## src/rtl/paint_scheduler.sv

```systemverilog
// paint_scheduler: shares the single-port frame buffer between VGA scan-out, a clear sweep and queued SPI paint commands.
// mem_* is registered one cycle after arbitration; cmd_ready = !fifo_full. Sweep engine built only with PAINT_SCHEDULER_CLEAR_EN.
module paint_scheduler #(
  parameter int XW          = 10,
  parameter int YW          = 10,
  parameter int CW          = 3,
  parameter int DEPTH       = 4,
  parameter int XMAX        = 640,
  parameter int YMAX        = 480,
  parameter int CLEAR_COLOR = 0
) (
  input  logic          clk,
  input  logic          reset,
  input  logic          cmd_valid,
  output logic          cmd_ready,
  input  logic [XW-1:0] cmd_x,
  input  logic [YW-1:0] cmd_y,
  input  logic [CW-1:0] cmd_color,
  input  logic          cmd_brush,
  input  logic          cmd_clear,
  input  logic          active,
  input  logic [XW-1:0] vga_x,
  input  logic [YW-1:0] vga_y,
  output logic [XW-1:0] mem_x,
  output logic [YW-1:0] mem_y,
  output logic          mem_we,
  output logic [CW-1:0] mem_wdata,
  output logic [XW-1:0] cur_x,
  output logic [YW-1:0] cur_y,
  output logic [CW-1:0] cur_color,
  output logic          clr_busy,
  output logic          clr_done
);
  localparam int          AW    = (DEPTH > 1) ? $clog2(DEPTH) : 1;
  localparam logic [XW:0] XLIM  = (XW+1)'(XMAX);
  localparam logic [YW:0] YLIM  = (YW+1)'(YMAX);
  localparam logic [CW-1:0] CLR_C = CW'(CLEAR_COLOR);

  typedef struct packed {
    logic          brush;
    logic [CW-1:0] color;
    logic [YW-1:0] y;
    logic [XW-1:0] x;
  } cmd_t;

  cmd_t          fifo_q [DEPTH];
  logic [AW-1:0] wr_ptr_q, rd_ptr_q;
  logic [AW:0]   count_q;
  logic          push, pop, full, empty, in_range, drain_ok;
  cmd_t          head;

  logic          sweep_on;
  logic [XW-1:0] sweep_x;
  logic [YW-1:0] sweep_y;
  logic [CW-1:0] sweep_c;

  logic [XW-1:0] mem_x_q, mem_x_d, cur_x_q, cur_x_d;
  logic [YW-1:0] mem_y_q, mem_y_d, cur_y_q, cur_y_d;
  logic [CW-1:0] mem_wdata_q, mem_wdata_d, cur_color_q, cur_color_d;
  logic          mem_we_q, mem_we_d;

  assign full      = (count_q == (AW+1)'(DEPTH));
  assign empty     = (count_q == '0);
  assign cmd_ready = !full;
  assign push      = cmd_valid && !full;
  assign head      = fifo_q[rd_ptr_q];
  assign pop       = !active && drain_ok && !empty;
  assign in_range  = ({1'b0, head.x} < XLIM) && ({1'b0, head.y} < YLIM);

`ifdef PAINT_SCHEDULER_CLEAR_EN
  localparam logic [1:0] S_IDLE  = 2'd0;
  localparam logic [1:0] S_SWEEP = 2'd1;
  localparam logic [1:0] S_DONE  = 2'd2;
  localparam logic [XW-1:0] XLAST = XW'(XMAX - 1);
  localparam logic [YW-1:0] YLAST = YW'(YMAX - 1);

  logic [1:0]    state_q, state_d;
  logic [XW-1:0] sx_q, sx_d;
  logic [YW-1:0] sy_q, sy_d;
  logic          done_q;

  always_comb begin
    state_d = state_q;
    sx_d    = sx_q;
    sy_d    = sy_q;
    case (state_q)
      S_IDLE: if (cmd_clear) begin
        state_d = S_SWEEP;
        sx_d    = '0;
        sy_d    = '0;
      end
      S_SWEEP: if (!active) begin
        if (sx_q == XLAST) begin
          sx_d = '0;
          if (sy_q == YLAST) state_d = S_DONE;
          else               sy_d    = sy_q + 1'b1;
        end else begin
          sx_d = sx_q + 1'b1;
        end
      end
      default: state_d = S_IDLE;
    endcase
  end

  always_ff @(posedge clk or negedge reset) begin
    if (!reset) begin
      state_q <= S_IDLE;
      sx_q    <= '0;
      sy_q    <= '0;
      done_q  <= 1'b0;
    end else begin
      state_q <= state_d;
      sx_q    <= sx_d;
      sy_q    <= sy_d;
      done_q  <= (state_q == S_DONE);
    end
  end

  // Queue stays parked until the done pulse has been seen, so queued paint lands after the clear.
  assign drain_ok = (state_q == S_IDLE) && !done_q;
  assign sweep_on = (state_q == S_SWEEP);
  assign sweep_x  = sx_q;
  assign sweep_y  = sy_q;
  assign clr_busy = sweep_on;
  assign clr_done = done_q;
`else
  logic unused_clr;
  assign unused_clr = cmd_clear;
  assign drain_ok   = 1'b1;
  assign sweep_on   = 1'b0;
  assign sweep_x    = '0;
  assign sweep_y    = '0;
  assign clr_busy   = 1'b0;
  assign clr_done   = 1'b0;
`endif
  assign sweep_c = CLR_C;

  always_comb begin
    mem_x_d     = mem_x_q;
    mem_y_d     = mem_y_q;
    mem_wdata_d = mem_wdata_q;
    mem_we_d    = 1'b0;
    cur_x_d     = cur_x_q;
    cur_y_d     = cur_y_q;
    cur_color_d = cur_color_q;
    if (active) begin
      mem_x_d = vga_x;
      mem_y_d = vga_y;
    end else if (sweep_on) begin
      mem_x_d     = sweep_x;
      mem_y_d     = sweep_y;
      mem_wdata_d = sweep_c;
      mem_we_d    = 1'b1;
    end else if (pop) begin
      if (head.brush) begin
        cur_x_d     = head.x;
        cur_y_d     = head.y;
        cur_color_d = head.color;
      end else if (in_range) begin
        mem_x_d     = head.x;
        mem_y_d     = head.y;
        mem_wdata_d = head.color;
        mem_we_d    = 1'b1;
      end
    end
  end

  always_ff @(posedge clk) begin
    if (push) fifo_q[wr_ptr_q] <= '{brush: cmd_brush, color: cmd_color, y: cmd_y, x: cmd_x};
  end

  always_ff @(posedge clk or negedge reset) begin
    if (!reset) begin
      wr_ptr_q    <= '0;
      rd_ptr_q    <= '0;
      count_q     <= '0;
      mem_x_q     <= '0;
      mem_y_q     <= '0;
      mem_wdata_q <= '0;
      mem_we_q    <= 1'b0;
      cur_x_q     <= '0;
      cur_y_q     <= '0;
      cur_color_q <= '0;
    end else begin
      if (push) wr_ptr_q <= wr_ptr_q + 1'b1;
      if (pop)  rd_ptr_q <= rd_ptr_q + 1'b1;
      case ({push, pop})
        2'b10:   count_q <= count_q + 1'b1;
        2'b01:   count_q <= count_q - 1'b1;
        default: count_q <= count_q;
      endcase
      mem_x_q     <= mem_x_d;
      mem_y_q     <= mem_y_d;
      mem_wdata_q <= mem_wdata_d;
      mem_we_q    <= mem_we_d;
      cur_x_q     <= cur_x_d;
      cur_y_q     <= cur_y_d;
      cur_color_q <= cur_color_d;
    end
  end

  assign mem_x     = mem_x_q;
  assign mem_y     = mem_y_q;
  assign mem_wdata = mem_wdata_q;
  assign mem_we    = mem_we_q;
  assign cur_x     = cur_x_q;
  assign cur_y     = cur_y_q;
  assign cur_color = cur_color_q;
endmodule

```

## config.mk

```make
export PLATFORM = sky130hd
export DESIGN_NAME = paint_scheduler
export DESIGN_NICKNAME = d
export VERILOG_FILES = /design/src/rtl/paint_scheduler.sv
export SDC_FILE = /design/constraint.sdc
export NUM_CORES = 1
export LEC_CHECK = 0
export CAP_MARGIN = 20
export CORE_ASPECT_RATIO = 1.1
export CORE_MARGIN = 2
export CORE_UTILIZATION = 45
export DETAILED_ROUTE_END_ITERATION = 10
export PLACE_DENSITY = 0.74
export SLEW_MARGIN = 40
export SYNTH_ARGS = -nofsm -noshare
export SYNTH_HDL_FRONTEND = slang
export SYNTH_SLANG_ARGS = --single-unit
export TNS_END_PERCENT = 5
```

## constraint.sdc

```tcl
create_clock -name clk -period 6.6 [get_ports clk]
set_input_delay 1.98 -clock clk [delete_from_list [all_inputs] [get_ports clk]]
set_output_delay 1.98 -clock clk [all_outputs]
set_load 0.02 [all_outputs]
```

Word-level counts from Yosys, hierarchy flattened
Memory sizes are Yosys's and may differ from the RTL's.
Index checks and enable logic that the tools add are counted.
- $add $sub $neg: 4
- magnitude comparators: 2
- equal/unequal tests: 4
- multiplexer cells: 15
- bitwise operators: 2
- reduce and logical (&&, ||, !) cells: 13
- operators with widths (operator ; number):
    two-way mux 10 bit ; 8
    less-than comparator 10 bit, second input constant ; 1
    less-than comparator 10 x 9 -> 1 bit, second input constant ; 1
    two-way mux 1 bit ; 6
    one-hot mux 3 bit (2 select lines) ; 1
    AND reduction 3 bit ; 2
    nonzero test 2 bit ; 3
    adder 2 x 1 -> 2 bit, second input constant ; 2
    AND reduction 4 bit ; 1
    adder 3 x 1 -> 3 bit, second input constant ; 1
    equality test 3 bit, second input constant ; 1
    logical AND 1 bit ; 3
    zero test 1 bit ; 3
    zero test 3 bit ; 1
    subtractor 3 x 1 -> 3 bit, second input constant ; 1
    equality test 2 x 1 -> 1 bit, second input constant ; 1
    equality test 2 bit, second input constant ; 1
    inequality test 2 bit, second input constant ; 1
    NOT 1 bit ; 2
- flip-flop bits (word level): 54
- RAM bits: 96
- output and inout port bits: 50
- word-level logic and storage cells: 51
- memories kept: 1
- memories (memory ; words ; width ; rd ports ; clocked after Yosys merged registers in ; wr ports ; line ; RTL):
    fifo_q ; 4 ; 24 ; 1 ; 0 ; 1 ; 46 ; cmd_t fifo_q [DEPTH];

Logic depth before layout (Yosys ltp)
An unclocked memory read counts as a cell.
- word-level depth: 7
- depth in mapped cells: 10

Worst setup path before layout
No wires, ideal clock.
- kind: input -> register
- start point: in active
- end point: reg count_q[2]
- setup time: 0.079 ns
- arrival time: 3.197 ns
- slack: 3.324 ns
- stages: 7
- path buffers: 0
- path through: nor2_1 > ha_1 > inv_1 > fa_1 > xor2_1 > nor2_1 > xor2_1
- cells in the longest elaborated chain, start to end: 4
- elaborated cells between the ends (all ways): 6
- those cells by class: eq/ne: 2; mux: 1; reduce/logical: 3
- ends and longest elaborated chain (element ; line ; RTL):
    start: declaration ; 21 ; input logic active,
    zero test 1 bit (*) ; 67 ; assign pop = !active && drain_ok && !empty;
    logical AND 1 bit (*) ; 67 ;
    equality test 2 x 1 -> 1 bit or equality test 2 bit (tied branches) ; 187 ; case ({push, pop})
    one-hot mux 3 bit (2 select lines) or nonzero test 2 bit (tied branches) ; -- ;
    end signal: assignment ; 188 ; 2'b10: count_q <= count_q + 1'b1;
    end signal: assignment ; 189 ; 2'b01: count_q <= count_q - 1'b1;
    end signal: assignment ; 190 ; default: count_q <= count_q;
    end: declaration ; 48 ; logic [AW:0] count_q;
Mark *: on every way between the ends. The rest lies on a longest branch, timed or not.
A chain may end at the register's enable or synchronous reset.

Final worst setup path
- start point: reg count_q[0]
- end point: out cmd_ready
- cells in the longest elaborated chain, start to end: 2
- ends and longest elaborated chain (element ; line ; RTL):
    equality test 3 bit ; 62 ; assign full = (count_q == (AW+1)'(DEPTH));
    zero test 1 bit ; 64 ; assign cmd_ready = !full;
    end: declaration ; 15 ; output logic cmd_ready,
Every way passes these cells.

==> impl_metrics.env <==
export IMPL_synth_area_mux_share_pct=13.9
export IMPL_end_kind="primary output"
export IMPL_cts_tree="yes"
export IMPL_gp_congestion=0.761
export IMPL_setup_ws_ns=2.89
export IMPL_post_cts_buffers=0
export IMPL_postSynthAreaPerCell_um2=16.3
export IMPL_max_freq_ghz=0.270
export IMPL_yosys_area_share_adder_pct=1.33
export IMPL_grt_start_max_net_pins=61
export IMPL_p_per_area_mw_per_mm2=481
export IMPL_rows=45
export IMPL_hold_ws_ns=0.510
export IMPL_synth_compound_area_share_pct=4.37
export IMPL_grt_pass1_vias=3718
export IMPL_synth_async_reset_ratio_pct=36.0
export IMPL_cts_buffers=17
export IMPL_yosys_top_cells_count="96 x edfxtp_1, 54 x dfrtp_1, 37 x nor2b_1"
export IMPL_clk_pin_slew_ns=0.06
export IMPL_synth_area_mm2=0.00621
export IMPL_irDropWorstVdd_v=0.000242
export IMPL_r2r_start="rd_ptr_q[0]"
export IMPL_drc=0
export IMPL_cts_hold_buf=0
export IMPL_fp_dieW_um=116
export IMPL_skew_ns=0.00981
export IMPL_dr_pass1_iters=4
export IMPL_regToRegSetupSlack_ns=3.25
export IMPL_core_mm2=0.0136
export IMPL_io_pins=99
export IMPL_crit_chain="inv_1 > nand3_1 > clkdlybuf4s50_1"
export IMPL_detail_route_wirelength_mm=12.3
export IMPL_synth_distinct_cells=35
export IMPL_fin_tns_setup_ns=0
export IMPL_synth_top_area_share_pct=46.4
export IMPL_total_power_w=0.00381
export IMPL_finalHoldViolCount=0
export IMPL_synth_seq_cells=150
export IMPL_rsz0062_at_grt="false"
export IMPL_reg2reg_depth=5
export IMPL_clk_latency_ns=0.42
export IMPL_p_leak_nw=2.85
export IMPL_diodes=0
export IMPL_drt_iter0_drc=252
export IMPL_max_cap_violations=0
export IMPL_synth_warning_count=0
export IMPL_vias_per_cell=5.32
export IMPL_status="complete, no violations"
export IMPL_syn2layout_area_growth_pct=27.5
export IMPL_slew_headroom_pct=47.3
export IMPL_grt_pass1_wl_mm=19.5
export IMPL_synth_xor_area_share_pct=0.846
export IMPL_antenna_found_initial=0
export IMPL_synth_top_family_by_area="multiplexers"
export IMPL_cp_top_family="buffers and inverters"
export IMPL_worstSetupPathType="reg2out"
export IMPL_synth_edf_count=96
export IMPL_place_ws_ns=2.62
export IMPL_setup_viol=0
export IMPL_max_stage_delay_ns=0.66
export IMPL_postSynthCellCount=380
export IMPL_ant_nets=0
export IMPL_portBuffers=95
export IMPL_clkSinkCount=150
export IMPL_fillers=1073
export IMPL_clockRootBuffer="clkbuf_16"
export IMPL_layout_nets=532
export IMPL_worst_slew_pin_slew_ns=0.789
export IMPL_grt_overflow=0
export IMPL_path_max_fanout=6
export IMPL_yosys_cell_count_top_type="edfxtp_1"
export IMPL_final_max_slew_viol_count=0
export IMPL_fin_crit_ns=3.71
export IMPL_clockBufferDepth=2
export IMPL_start_kind="flop"
export IMPL_cp_required_ns=4.62
export IMPL_htreeDepth=4
export IMPL_post_cts_resized=0
export IMPL_yosysTopAreaCell="edfxtp_1"
export IMPL_die_h_um=127
export IMPL_reg2reg_to="mem_wdata[0]"
export IMPL_vias=3604
export IMPL_finalCritPeriodShare_pct=56.2
export IMPL_die_area_mm2=0.0148
export IMPL_synth_flop_cell="edfxtp_1"
export IMPL_crit_path_top_delay_cell="clkdlybuf4s50_1"
export IMPL_min_to="mem_wdata[2]"
export IMPL_synthTopCellsByArea="edfxtp_1 46%, dfrtp_1 22%, mux4_2 7.6%, mux2_2 4.9%, nor2b_1 3.7%"
export IMPL_initial_core_util_pct=45.6
export IMPL_hpwlAfterDp_mm=8.40
export IMPL_min_path_type="reg2reg"
export IMPL_drive_gt1_share_pct=19.6
export IMPL_routedWlPerCell_um=18.1
export IMPL_worst_endpoint_arrival_ns=1.73
export IMPL_whs_path_depth=1
export IMPL_worstHoldStart="mem_wdata[2]"
export IMPL_synth_simple_gate_area_share_pct=8.95
export IMPL_track_usage_pct=17.5
export IMPL_cp_num_buf_inv=2
export IMPL_yosysSeqAreaShare_pct=68.2
routing by layer:
metal | wire [um] | up-vias | GRT usage, %
met5 | 0 | - | 0
met4 | 229 | 0 | 5.60
met3 | 582 | 18 | 4.46
met2 | 6280 | 83 | 29.3
met1 | 5180 | 1836 | 22.4
li1 | - | 1667 | -
flip-flops by register name (all words and copies together), names as in the netlist:
signal	count
cur_color	3
rd_ptr_q	2
count_q	3
mem_wdata	3
cur_y	10
cur_x	10
mem_y	10
mem_x	10
fifo_q	96
wr_ptr_q	2
mem_we	1
cell type report:
type	count	area (um^2)	share of cell area [%]
inverter	6	22.5	0.284
sequential	150	4240	53.5
timing repair buffer	102	993	12.5
multi-input combinational	200	1850	23.4
tap	188	235	2.97
clock inverter	15	155	1.96
clock buffer	17	425	5.37
through the flow:
step | cells | area [um^2] | utilization, %
after floorplan | 381 | 6210 | -
after global placement | 646 | 7320 | 53.7
after detailed placement | 646 | 7330 | 53.8
after CTS | 678 | 7920 | 58.1
after global routing | 678 | 7920 | 58.1
final | 678 | 7920 | 58.1
layout by cell type (no fill, tap or decap), types with 2 or more instances in the layout:
cell	count
a22oi_1	18
and3_1	4
buf_2	2
buf_4	7
clkbuf_16	17
clkdlybuf4s50_1	93
clkinvlp_4	3
conb_1	2
dfrtp_1	53
edfxtp_1	96
ha_1	5
inv_1	6
inv_6	2
inv_8	8
mux2_2	27
mux4_1	3
mux4_2	21
nand2_1	2
nand3_1	19
nand4_1	19
nor2_1	3
nor2b_1	37
o21ai_0	19
o31ai_1	2
xnor2_1	3
xor2_1	3
report_power, final:
group	switching, W	internal (W)
Clock	0.000415	0.000506
Combinational	0.000751	0.000674
Sequential	0.000167	0.00130
Total	0.00133	0.00248
cell families after synthesis:
logic type,Yosys count
AND/OR/NAND/NOR,91
other,1
adder cells (fa/ha/maj),6
multiplexers,52
flip-flops,150
XOR/XNOR,6
AO/OA/AOI/OAI,43
buffers and inverters,31
worst register-to-register path: cells and delay by family (launching register included):
family / cells / cell delay, ns
AND/OR/NAND/NOR: 1 / 0.50
buffers and inverters: 1 / 0.43
flip-flops: 1 / 0.77
AO/OA/AOI/OAI: 1 / 0.43
multiplexers: 2 / 1.10
how the worst max path moves through the flow:
stage	slack (ns)	start	cells after the start	end
floorplan	3.32	active	7	count_q[2]
global placement	2.54	active	5	cur_x[1]
detailed placement	2.62	active	9	count_q[2]
CTS	2.87	count_q[0]	3	cmd_ready
global route	2.79	count_q[1]	3	cmd_ready
finish	2.89	count_q[0]	3	cmd_ready
(Power assumes the default switching activity.)
